**config.mk**
```make
export PLATFORM = sky130hd
export DESIGN_NAME = ads7950_spi_responder_flat
export DESIGN_NICKNAME = d
export VERILOG_FILES = /design/src/rtl/ads7950_spi_responder_if.sv /design/src/rtl/ads7950_spi_responder.sv /design/src/flat_wrapper.sv
export SDC_FILE = /design/constraint.sdc
export NUM_CORES = 1
export LEC_CHECK = 0
export BUFFER_PORTS_ARGS = -buffer_cell sky130_fd_sc_hd__buf_2
export CAP_MARGIN = 20
export CORE_UTILIZATION = 54
export DETAILED_ROUTE_END_ITERATION = 12
export PLACE_DENSITY_LB_ADDON = 0.08
export RECOVER_POWER = 25
export SETUP_SLACK_MARGIN = 0.5
export SYNTH_ARGS = -nofsm -noshare
export SYNTH_HDL_FRONTEND = slang
export SYNTH_SLANG_ARGS = --single-unit
```
**constraint.sdc**
```tcl
create_clock -name clk -period 2 [get_ports clk]
set_clock_uncertainty 0.05 [all_clocks]
set_input_delay 0.4 -clock clk [delete_from_list [all_inputs] [get_ports clk]]
set_output_delay 0.4 -clock clk [all_outputs]
set_load 0.02 [all_outputs]
```
**src/rtl/ads7950_spi_responder_if.sv**
```systemverilog
// SPI link between the host-side master and the ADS7950 responder model.
// Signals: sclk/ss/mosi are driven by the master, miso by the responder.
// Modports: master (drives the bus), slave (the ADC-side responder).
interface ads7950_spi_responder_if;
  logic sclk;
  logic ss;
  logic mosi;
  logic miso;

  modport master (output sclk, output ss, output mosi, input miso);
  modport slave  (input sclk, input ss, input mosi, output miso);
endinterface

```
**src/rtl/ads7950_spi_responder.sv**
```systemverilog
// ADS7950 4-channel 12-bit ADC stand-in on the FPGA side of an SPI loopback.
// Ports: clk/rst (async active-low), spi (slave modport), chan_data (per-channel
//   values), last_cmd/frame_count/prog_ch (decoded status), frame_err (abort pulse).
// A command in frame N programs the channel captured at frame N+1 and shifted out in N+2.
module ads7950_spi_responder #(
  parameter int NCH = 4,
  parameter int DW  = 12
) (
  input  logic                clk,
  input  logic                rst,
  ads7950_spi_responder_if.slave spi,
  input  logic [NCH*DW-1:0]   chan_data,
  output logic [15:0]         last_cmd,
  output logic [15:0]         frame_count,
  output logic                frame_err,
  output logic [1:0]          prog_ch
);

  typedef enum logic [1:0] {
    IDLE  = 2'd0,
    SHIFT = 2'd1,
    DONE  = 2'd2
  } state_t;

  state_t      state;
  logic [4:0]  bcnt;
  logic [15:0] shift_in;
  logic [15:0] shift_out;
  logic [15:0] held_word;
  logic        miso_reg;

  // Two-flop synchronizers plus one delay stage for edge detection.
  // They reset low so a reset released while ss is already low never
  // fabricates a falling edge: the interrupted frame stays silent.
  logic [1:0] sclk_s;
  logic [1:0] ss_s;
  logic [1:0] mosi_s;
  logic       sclk_d;
  logic       ss_d;

  always_ff @(posedge clk or negedge rst) begin
    if (!rst) begin
      sclk_s <= 2'b00;
      ss_s   <= 2'b00;
      mosi_s <= 2'b00;
      sclk_d <= 1'b0;
      ss_d   <= 1'b0;
    end else begin
      sclk_s <= {sclk_s[0], spi.sclk};
      ss_s   <= {ss_s[0], spi.ss};
      mosi_s <= {mosi_s[0], spi.mosi};
      sclk_d <= sclk_s[1];
      ss_d   <= ss_s[1];
    end
  end

  logic sclk_rise;
  logic sclk_fall;
  logic ss_rise;
  logic ss_fall;

  assign sclk_rise = sclk_s[1] & ~sclk_d;
  assign sclk_fall = ~sclk_s[1] & sclk_d;
  assign ss_rise   = ss_s[1] & ~ss_d;
  assign ss_fall   = ~ss_s[1] & ss_d;

  // Conversion value of the currently programmed channel.
  logic [DW-1:0] cap_dat;
  assign cap_dat = chan_data[int'(prog_ch)*DW +: DW];

  assign spi.miso = miso_reg;

  always_ff @(posedge clk or negedge rst) begin
    if (!rst) begin
      state       <= IDLE;
      bcnt        <= 5'd0;
      shift_in    <= 16'h0000;
      shift_out   <= 16'h0000;
      held_word   <= 16'h0000;
      miso_reg    <= 1'b0;
      last_cmd    <= 16'h0000;
      frame_count <= 16'h0000;
      frame_err   <= 1'b0;
      prog_ch     <= 2'd0;
    end else begin
      frame_err <= 1'b0;
      case (state)
        IDLE: begin
          if (ss_fall) begin
            // Shift out the previous capture and take a new one now.
            shift_out <= held_word;
            held_word <= {2'b00, prog_ch, cap_dat};
            miso_reg  <= held_word[15];
            bcnt      <= 5'd0;
            state     <= SHIFT;
          end
        end

        SHIFT: begin
          // ss rising wins over a coincident sclk edge.
          if (ss_rise) begin
            frame_err <= 1'b1;
            miso_reg  <= 1'b0;
            state     <= IDLE;
          end else if (sclk_rise) begin
            shift_in <= {shift_in[14:0], mosi_s[1]};
            bcnt     <= bcnt + 5'd1;
            if (bcnt == 5'd15) begin
              miso_reg <= 1'b0;
              state    <= DONE;
            end
          end else if (sclk_fall && bcnt != 5'd0) begin
            // MSB was presented at ss fall; the first falling edge before
            // any rising edge must not skip it.
            shift_out <= {shift_out[14:0], 1'b0};
            miso_reg  <= shift_out[14];
          end
        end

        DONE: begin
          if (ss_rise) begin
            last_cmd    <= shift_in;
            frame_count <= frame_count + 16'd1;
            if (shift_in[15:12] == 4'b0001 && shift_in[11]) begin
              prog_ch <= shift_in[8:7];
            end
            miso_reg <= 1'b0;
            state    <= IDLE;
          end
        end

        default: begin
          miso_reg <= 1'b0;
          state    <= IDLE;
        end
      endcase
    end
  end

endmodule

```
**src/flat_wrapper.sv**
```systemverilog
// flat-port wrapper written by rule: the top's interface ports become plain ports
module ads7950_spi_responder_flat 
#(
  parameter int NCH = 4,
  parameter int DW  = 12
)
  (clk, rst, chan_data, last_cmd, frame_count, frame_err, prog_ch, spi_sclk, spi_ss, spi_mosi, spi_miso);
  ads7950_spi_responder_if spi_i ();
  input  logic clk;
  input  logic rst;
  input  logic [NCH*DW-1:0] chan_data;
  output logic [15:0] last_cmd;
  output logic [15:0] frame_count;
  output logic frame_err;
  output logic [1:0] prog_ch;
  input wire logic [$bits(spi_i.sclk)-1:0] spi_sclk;
  input wire logic [$bits(spi_i.ss)-1:0] spi_ss;
  input wire logic [$bits(spi_i.mosi)-1:0] spi_mosi;
  output wire logic [$bits(spi_i.miso)-1:0] spi_miso;
  assign spi_i.sclk = spi_sclk;
  assign spi_i.ss = spi_ss;
  assign spi_i.mosi = spi_mosi;
  assign spi_miso = spi_i.miso;
  ads7950_spi_responder #(.NCH(NCH), .DW(DW)) u_core (.clk(clk), .rst(rst), .spi(spi_i), .chan_data(chan_data), .last_cmd(last_cmd), .frame_count(frame_count), .frame_err(frame_err), .prog_ch(prog_ch));
endmodule
```
==> results of run 1 <==
[where the power goes]
group	switching [mW]	total (mW)	internal, mW
Sequential	0.177	2.39	2.21
Clock	0.711	1.23	0.517
Combinational	0.312	0.729	0.416
[critical path: stages, from the launching register on]
cell and delay, ns:
dfrtp_2 0.45, or4b_4 0.58, o41a_4 0.15, o21bai_4 0.23, a32o_1 0.21
[worst paths after layout]
kind | endpoint
max in group asynchronous | u_core.frame_count[3]$_DFFE_PN0P_
hold reg to reg | u_core.sclk_s[1]$_DFF_PN0_
setup / recovery | u_core.shift_out[0]$_DFFE_PN0P_
min in group asynchronous | u_core.held_word[7]$_DFFE_PN0P_
hold / removal | u_core.mosi_s[0]$_DFF_PN0_
setup reg to reg | u_core.shift_out[0]$_DFFE_PN0P_
[cell type report]
| class | instances | area [um2] | share of cell area |
|---|---|---|---|
| Clock inverter | 6 | 57.6 | 0.0106 |
| Inverter | 6 | 22.5 | 0.00416 |
| Sequential cell | 96 | 2410 | 0.445 |
| Multi-Input combinational cell | 171 | 1860 | 0.344 |
| Clock buffer | 10 | 138 | 0.0254 |
| Tap cell | 99 | 124 | 0.0229 |
| Timing Repair Buffer | 122 | 800 | 0.148 |
[kinds of logic after synthesis]
| family | count (synthesis) |
|---|---|
| DFF | 96 |
| buffers and inverters | 22 |
| AOI/OAI and AO/OA | 37 |
| xor gates and xnor gates | 17 |
| and+or+nand+nor | 48 |
| muxes | 64 |
| adders and majority gates | 4 |
[layout by cell type, fill, tap and decap left out, types with 3 or more instances in the layout]
master | Yosys | layout
clkbuf_8 | 0 | 10
xor2_1 | 4 | 4
a22oi_2 | 0 | 3
buf_4 | 0 | 22
xnor2_1 | 13 | 12
dfrtp_2 | 0 | 4
and3_1 | 6 | 3
o2bb2ai_1 | 14 | 14
inv_1 | 6 | 6
buf_2 | 8 | 86
a22oi_1 | 13 | 10
nand2_2 | 0 | 4
and3_4 | 0 | 3
buf_6 | 1 | 4
nor2_1 | 7 | 3
mux2_1 | 25 | 24
nand3_2 | 0 | 4
buf_12 | 0 | 5
nand2_1 | 7 | 3
dfrtp_1 | 96 | 91
mux4_2 | 12 | 12
mux2_2 | 26 | 25
nand4_1 | 5 | 5
[repair_timing]
action,in CTS,in global routing
endpoints found under the hold margin,26,0
gates resized for setup,23,36
buffers inserted,15,6
endpoints found under the setup margin,77,85
hold buffers,1,0
pin swaps,19,18
cloned,2,1
[metal layers]
| metal | global-route usage | share of wire | up-vias |
|---|---|---|---|
| met2 | 0.358 | 0.49 | 56 |
| met1 | 0.298 | 0.46 | 1418 |
| met3 | 0.0651 | 0.039 | 10 |
| met5 | 0 | 0 | - |
| met4 | 0.0551 | 0.011 | 0 |
| li1 | - | - | 1312 |
[per-stage QoR]
step	instances	instance area [um2]	power [mW]	utilization
global placement	469	4790	3.00	0.650
global route	510	5420	4.58	0.735
finish	510	5420	4.35	0.735
detailed placement	469	4790	3.03	0.650
floorplan	288	4220	2.80	-
CTS	503	5220	4.35	0.708
==> results.py, run 1 <==
metrics = {
    "final_layout": {
        "drive_above_1_share": 0.533,
        "syn2layout_area_growth_pct": 29.9,
        "largest_registers": "u_core.frame_count: 16 flops, u_core.last_cmd: 16 flops, u_core.shift_in: 16 flops",
        "fillers": 507,
        "fin_nets": 463,
        "antennaDiodeCount": 0,
    },
    "routing": {
        "drt-pass1-iter-count": 4,
        "drc": 0,
        "drt-total-wl_um": 8240,
        "detail_route.wl_per_cell_um": 16.2,
        "vias": 2796,
        "ant_nets": 0,
        "drt_iter0_drc": 96,
        "via_per_inst": 5.48,
    },
    "synthesis": {
        "synth-compound-area-share": 0.0774,
        "ys_seq_area_frac": 0.576,
        "synth_common_cells": "96 x dfrtp_1, 26 x mux2_2, 25 x mux2_1",
        "yosys.area_share.simple": 0.0699,
        "synthTopCellsByArea": "dfrtp_1 58%, mux2_2 7.0%, mux2_1 6.8%",
        "synth_flop_cell": "dfrtp_1",
        "syn_nets": 345,
        "yosys.cell_types.count": 38,
        "synth_area_mm2": 0.00417,
        "synth_top_area_share": 0.576,
        "avgSynthCellArea_um2": 14.5,
        "synth_top_family_by_area": "multiplexers",
        "synthCells": 288,
        "synth_xor_area_frac": 0.0357,
        "yosysMostFrequentCell": "dfrtp_1",
        "async_reset_ff_frac": 1.00,
        "muxShareOfSynthArea": 0.205,
        "synth_seq_cells": 96,
        "synth_edf_count": 0,
        "synth_fa_ha_area_frac": 0.0120,
        "yosys_warnings": 0,
        "synth_top_area_cell": "dfrtp_1",
    },
    "global_routing": {
        "grt-ovfl-total": 0,
        "track_usage": 0.222,
        "grt_max_degree": 49,
        "grt_pass1_vias": 2890,
        "antenna_found_initial": 0,
        "grt_pass1_wl_um": 14200,
    },
    "worst_setup_path": {
        "r2r_slack_ns": 0.23,
        "critPathMaxFanout": 8,
        "start_kind": "register",
        "r2r-start": "u_core.state[1]$_DFFE_PN0P_",
        "crit_required_ns": 2.21,
        "arrival_ns": 1.98,
        "critPathCaptureType": "register",
        "critical_path_class": "reg2reg",
        "reg2reg_depth": 4,
        "startpoint": "u_core.state[1]$_DFFE_PN0P_",
    },
    "cts": {
        "htreeDepth": 3,
        "cts_max_path_buffers": 2,
        "cts-buffers-inserted": 9,
        "insertion_delay_ns": 0.36,
        "cts_tree": "done",
        "cts.sinks": 96,
        "cts_root_buf": "clkbuf_8",
        "clkSlewWorstSetupHoldPaths_ns": 0.10,
    },
    "timing": {
        "fmax_ghz": 0.564,
        "slew_violations": 0,
        "setup-violations-final": 0,
        "setup_ws_ns": 0.228,
        "layout_min_cycle_time_ns": 1.77,
        "tightest_slew_ns": 0.780,
        "hold_slack_ns": 0.0886,
        "setup-tns-final_ns": 0,
        "post-route-period-util": 0.886,
        "rsz0062_at_grt": "yes",
        "hold_violations": 0,
        "relSlewSlack": 0.480,
    },
    "floorplanning": {
        "die_w_um": 89.9,
        "rows": 31,
        "die_h_um": 89.9,
        "die_area_mm2": 0.00808,
        "core_mm2": 0.00737,
        "pin_count": 89,
        "initial_core_util": 0.566,
    },
    "power": {
        "ir_drop_mv": 0.578,
        "power_leakage_nw": 2.60,
        "powerDensity_mw_per_mm2": 803,
    },
    "placement": {
        "place_ws_ns": 0.0911,
        "gp_routability_congestion": 0.788,
        "dp_hpwl_um": 5150,
        "port_buffers": 88,
    },
    "min_path": {
        "whs_path_depth": 1,
        "hp-class": "in2reg",
        "hold_start": "spi_mosi",
    },
    "status": {
        "status": "finished, final reports clean",
    },
    "flow_run": {
        "maxCapViolCount": 0,
    },
}
No activity file was read; power rests on OpenSTA's default activity.
==> run 2: changes to the inputs <==
PLACE_DENSITY = 0.76   (was default)
PLACE_DENSITY_LB_ADDON = default   (was 0.08)
==> results.py, run 2 (same netlist as run 1, synthesis figures left out) <==
metrics = {
    "status": {
        "status": "finished, final reports clean",
    },
    "worst_setup_path": {
        "worst_path_max_delay_cell": "dfrtp_1",
        "start_kind": "register",
        "slowest_delay_ns": 0.38,
        "crit_required_ns": 2.21,
        "arrival_ns": 2.01,
        "path_cells": "clkbuf_1 > and4bb_4 > and4_4 > buf_4 > nand2_4 > xnor2_2",
        "critPathCaptureType": "register",
        "critical_path_class": "reg2reg",
        "critPathMaxFanout": 6,
    },
    "power": {
        "powerDensity_mw_per_mm2": 790,
        "combPwrFrac": 0.193,
        "clkPwrFrac": 0.282,
        "p_sw_mw": 1.31,
        "ir_drop_mv": 0.568,
        "p_int_mw": 3.33,
        "sw_frac_of_total": 0.283,
        "pwr-share-seq": 0.525,
        "power_leakage_nw": 2.80,
    },
    "floorplanning": {
        "die_h_um": 89.9,
        "initial_core_util": 0.566,
        "core_mm2": 0.00737,
        "pin_count": 89,
        "die_area_mm2": 0.00808,
        "rows": 31,
        "die_w_um": 89.9,
    },
    "final_layout": {
        "utilization": 0.797,
        "final_common_cell": "dfrtp_1",
        "fin_cells": 526,
        "drive_above_1_share": 0.588,
        "fin_nets": 479,
        "multi_input_area_mm2": 0.00208,
        "largest_registers": "u_core.frame_count: 16 flops, u_core.last_cmd: 16 flops, u_core.shift_in: 16 flops",
        "design_area_mm2": 0.00587,
        "antennaDiodeCount": 0,
        "syn2layout_area_growth_pct": 40.8,
        "seq_area_mm2": 0.00241,
        "fillers": 415,
        "final_cell_mix": "92 x dfrtp_1, 85 x buf_2, 33 x mux2_4",
    },
    "timing": {
        "fmax_ghz": 0.554,
        "slew_violations": 0,
        "layout_min_cycle_time_ns": 1.80,
        "relSlewSlack": 0.448,
        "setup-tns-final_ns": 0,
        "rsz0062_at_grt": "yes",
        "setup-violations-final": 0,
        "post-route-period-util": 0.902,
        "tightest_slew_ns": 0.828,
        "hold_violations": 0,
    },
    "cts": {
        "cts_root_buf": "clkbuf_8",
        "insertion_delay_ns": 0.38,
        "cts_max_path_buffers": 2,
        "cts_tree": "done",
        "cts-buffers-inserted": 9,
        "htreeDepth": 3,
        "clkSlewWorstSetupHoldPaths_ns": 0.10,
        "cts.sinks": 96,
    },
    "routing": {
        "detail_route.wl_per_cell_um": 19.5,
        "drt-total-wl_um": 10200,
        "vias": 2979,
        "wl_met2_um": 5220,
        "drc": 0,
        "ant_nets": 0,
        "highest_layer": "met4",
        "wl_met1_um": 4310,
        "met3_length_um": 520,
        "drt-pass1-iter-count": 4,
        "via_per_inst": 5.66,
        "drt_iter0_drc": 183,
    },
    "global_routing": {
        "grt_pass1_wl_um": 15000,
        "grt_pass1_vias": 3036,
        "grt_max_degree": 31,
        "track_usage": 0.238,
        "grt-ovfl-total": 0,
        "antenna_found_initial": 0,
    },
    "placement": {
        "port_buffers": 88,
        "placed_cells": 468,
        "dpl_cell_area_mm2": 0.00478,
        "dp_hpwl_um": 5650,
        "gp_routability_congestion": 0.758,
    },
    "flow_run": {
        "maxCapViolCount": 0,
    },
    "min_path": {
        "hp-class": "in2reg",
    },
}
-- run 2: power by group through the flow --
stage	clock network, mW	logic, mW	registers, mW
3_3_place_gp	0	0.570	2.42
2_1_floorplan	0	0.431	2.37
5_1_grt	1.42	0.968	2.47
4_1_cts	1.32	0.734	2.39
6_report	1.31	0.894	2.44
3_5_place_dp	0	0.603	2.43
-- run 2: routing by layer --
metal | GRT usage | vias to the layer above
li1 | - | 1334
met1 | 0.296 | 1553
met2 | 0.409 | 78
met3 | 0.0711 | 14
met4 | 0.0565 | 0
met5 | 0 | -
-- run 2: worst max-delay path: cells and delay by family (launching register included) --
| kind | cells | cell delay (ns) |
|---|---|---|
| xor gates and xnor gates | 1 | 0.12 |
| buffers and inverters | 2 | 0.41 |
| DFF | 1 | 0.38 |
| and+or+nand+nor | 3 | 0.71 |
-- run 2: worst paths after layout --
path	start	endpoint	slack (ns)	depth (start not counted)
max	u_core.ss_s[1]$_DFF_PN0_	u_core.frame_count[11]$_DFFE_PN0P_	0.20	6
min	spi_mosi	u_core.mosi_s[0]$_DFF_PN0_	0.08	1
max reg2reg	u_core.ss_s[1]$_DFF_PN0_	u_core.frame_count[11]$_DFFE_PN0P_	0.20	6
min reg2reg	u_core.mosi_s[0]$_DFF_PN0_	u_core.mosi_s[1]$_DFF_PN0_	0.31	0
max in group asynchronous	rst	u_core.shift_in[12]$_DFFE_PN0P_	0.55	3
min in group asynchronous	rst	u_core.state[1]$_DFFE_PN0P_	0.60	2
-- run 2: final cells by class --
class,count,share of cell area
clock buffers,10,0.0217
clock inverters,6,0.0130
inverters,6,0.00384
multi-input cells,171,0.355
flip-flops and latches,96,0.411
well taps,99,0.0211
repair buffers,138,0.175
-- run 2: stage by stage --
step | setup slack [ns] | power [mW] | hold slack (ns)
floorplan | 0.188 | 2.80 | 0.0544
global placement | 0.153 | 2.99 | 0.283
detailed placement | 0.0701 | 3.03 | 0.288
CTS | 0.256 | 4.45 | 0.0735
global route | 0.113 | 4.86 | 0.0492
finish | 0.196 | 4.64 | 0.0766
-- run 2: timing repair --
item / CTS / global route
gates cloned: 2 / 5
hold buffers: 1 / 0
buffers inserted: 17 / 17
gates resized for setup: 34 / 77
endpoints found under the hold margin: 27 / 0
endpoints found under the setup margin: 83 / 86
pin swaps: 13 / 14
==> run 3: changes to the inputs <==
REMOVE_ABC_BUFFERS = 1   (was default)
==> results.py, run 3 (same netlist as run 1, synthesis figures left out) <==
metrics = {
    "cts": {
        "clkSlewWorstSetupHoldPaths_ns": 0.12,
        "cts_max_path_buffers": 2,
        "cts_tree": "done",
        "cts.sinks": 96,
        "htreeDepth": 3,
        "cts_root_buf": "clkbuf_8",
        "cts-buffers-inserted": 9,
        "insertion_delay_ns": 0.38,
    },
    "global_routing": {
        "antenna_found_initial": 0,
        "grt_pass1_wl_um": 14500,
        "track_usage": 0.227,
        "grt_pass1_vias": 2958,
        "grt-ovfl-total": 0,
        "grt_max_degree": 48,
    },
    "power": {
        "powerDensity_mw_per_mm2": 790,
        "ir_drop_mv": 0.542,
        "power_leakage_nw": 2.80,
    },
    "timing": {
        "slew_violations": 0,
        "tightest_slew_ns": 0.627,
        "fmax_ghz": 0.538,
        "layout_min_cycle_time_ns": 1.86,
        "setup-violations-final": 0,
        "relSlewSlack": 0.582,
        "hold_violations": 0,
        "rsz0062_at_grt": "yes",
        "hold_slack_ns": 0.0698,
        "post-route-period-util": 0.930,
    },
    "worst_setup_path": {
        "startpoint": "u_core.ss_s[1]$_DFF_PN0_",
        "crit_buf_inv": 0,
        "cp.depth": 4,
        "critPathMaxFanout": 8,
        "critPathCaptureType": "register",
        "crit_family": "compound AO/OA/AOI/OAI gates",
        "slowest_delay_ns": 0.55,
        "r2r-start": "u_core.ss_s[1]$_DFF_PN0_",
        "arrival_ns": 2.07,
        "start_kind": "register",
        "reg2reg_depth": 4,
        "path_cells": "or4b_4 > o41a_4 > o21bai_4 > a32o_1",
        "critical_path_class": "reg2reg",
        "crit_required_ns": 2.21,
        "worst_path_max_delay_cell": "or4b_4",
    },
    "routing": {
        "vias": 3089,
        "detail_route.wl_per_cell_um": 21.3,
        "via_per_inst": 5.91,
        "drc": 0,
        "drt-pass1-iter-count": 5,
        "drt-total-wl_um": 11100,
        "drt_iter0_drc": 210,
        "ant_nets": 0,
    },
    "floorplanning": {
        "die_w_um": 89.9,
        "die_area_mm2": 0.00808,
        "initial_core_util": 0.566,
        "rows": 31,
        "core_mm2": 0.00737,
        "die_h_um": 89.9,
        "pin_count": 89,
    },
    "placement": {
        "gp_routability_congestion": 0.736,
        "dp_hpwl_um": 5530,
        "port_buffers": 88,
    },
    "min_path": {
        "whs_path_depth": 1,
        "hp-class": "in2reg",
        "hold_start": "spi_mosi",
    },
    "final_layout": {
        "utilization": 0.786,
        "final_common_cell": "dfrtp_1",
        "fin_nets": 476,
        "final_cell_mix": "89 x dfrtp_1, 87 x buf_2, 32 x mux2_4",
        "antennaDiodeCount": 0,
        "drive_above_1_share": 0.578,
        "largest_registers": "u_core.frame_count: 16 flops, u_core.last_cmd: 16 flops, u_core.shift_in: 16 flops",
        "syn2layout_area_growth_pct": 38.9,
    },
    "flow_run": {
        "maxCapViolCount": 0,
    },
    "status": {
        "status": "finished, final reports clean",
    },
}
## run 3: changes by cell type in the layout (fill, tap and decap cells not counted), sizes merged
cell,previous run,this run
clkinvlp,2,0
bufinv,1,0
clkinv,0,3
clkbuf,16,14
buf,131,129
inv,9,10
## run 3: final timing paths
kind                                              endpoint  slack (ns)
min in group asynchronous          u_core.sclk_d$_DFF_PN0_        0.52
max reg2reg                u_core.shift_out[0]$_DFFE_PN0P_        0.14
min reg2reg                     u_core.mosi_s[1]$_DFF_PN0_        0.31
min                             u_core.mosi_s[0]$_DFF_PN0_        0.07
max                        u_core.shift_out[0]$_DFFE_PN0P_        0.14
max in group asynchronous            u_core.ss_d$_DFF_PN0_        0.56
## run 3: area by class of cell
class | instances | area (um2)
tap | 99 | 124
sequential | 96 | 2410
inverter | 6 | 22.5
timing repair buffer | 135 | 980
clock inverter | 7 | 83.8
multi-input combinational | 171 | 2050
fill | 394 | 1580
clock buffer | 9 | 124
## run 3: metrics by stage
stage          std cells  power (mW)  setup WS, ns  setup TNS (ns)  cell area [um2]
2_1_floorplan        272        2.76        -0.126          -0.900             4090
3_3_place_gp         473        2.99        -0.145           -1.94             4800
3_5_place_dp         473        3.04        -0.314           -3.85             4800
4_1_cts              499        4.39         0.242               0             5210
5_1_grt              523        4.74         0.127               0             5790
6_report             523        4.58         0.140               0             5790
## run 3: where the power goes
group / total [mW] / switching, mW / leakage, nW / internal (mW)
combinational: 0.834 / 0.364 / 1.44 / 0.471
clock: 1.31 / 0.807 / 0.105 / 0.506
sequential: 2.43 / 0.220 / 1.26 / 2.21
total: 4.58 / 1.39 / 2.80 / 3.19
## run 3: repair_timing
item,in CTS,in global routing
setup buffers,7,18
resized for setup,28,83
cloned,2,6
hold endpoints to repair,22,0
setup endpoints to repair,86,88
pin swaps,7,15
hold buffers,1,0
## run 3: per-layer routing
metal  routed length [um]  track usage  up-vias  part of all wire
met5                    0            0        -                 0
met4                  215       0.0901        0             0.019
met3                  604       0.0431       21             0.054
met2                 5810        0.370      132              0.52
met1                 4480        0.303     1605              0.40
li1                     -            -     1331                 -
## run 3: worst reg2reg max path: cells and delay by family, from the launching register on
| family | cells | cell delay (ns) |
|---|---|---|
| AO/OA/AOI/OAI | 3 | 0.64 |
| AND/OR/NAND/NOR | 1 | 0.55 |
| flip-flops | 1 | 0.51 |
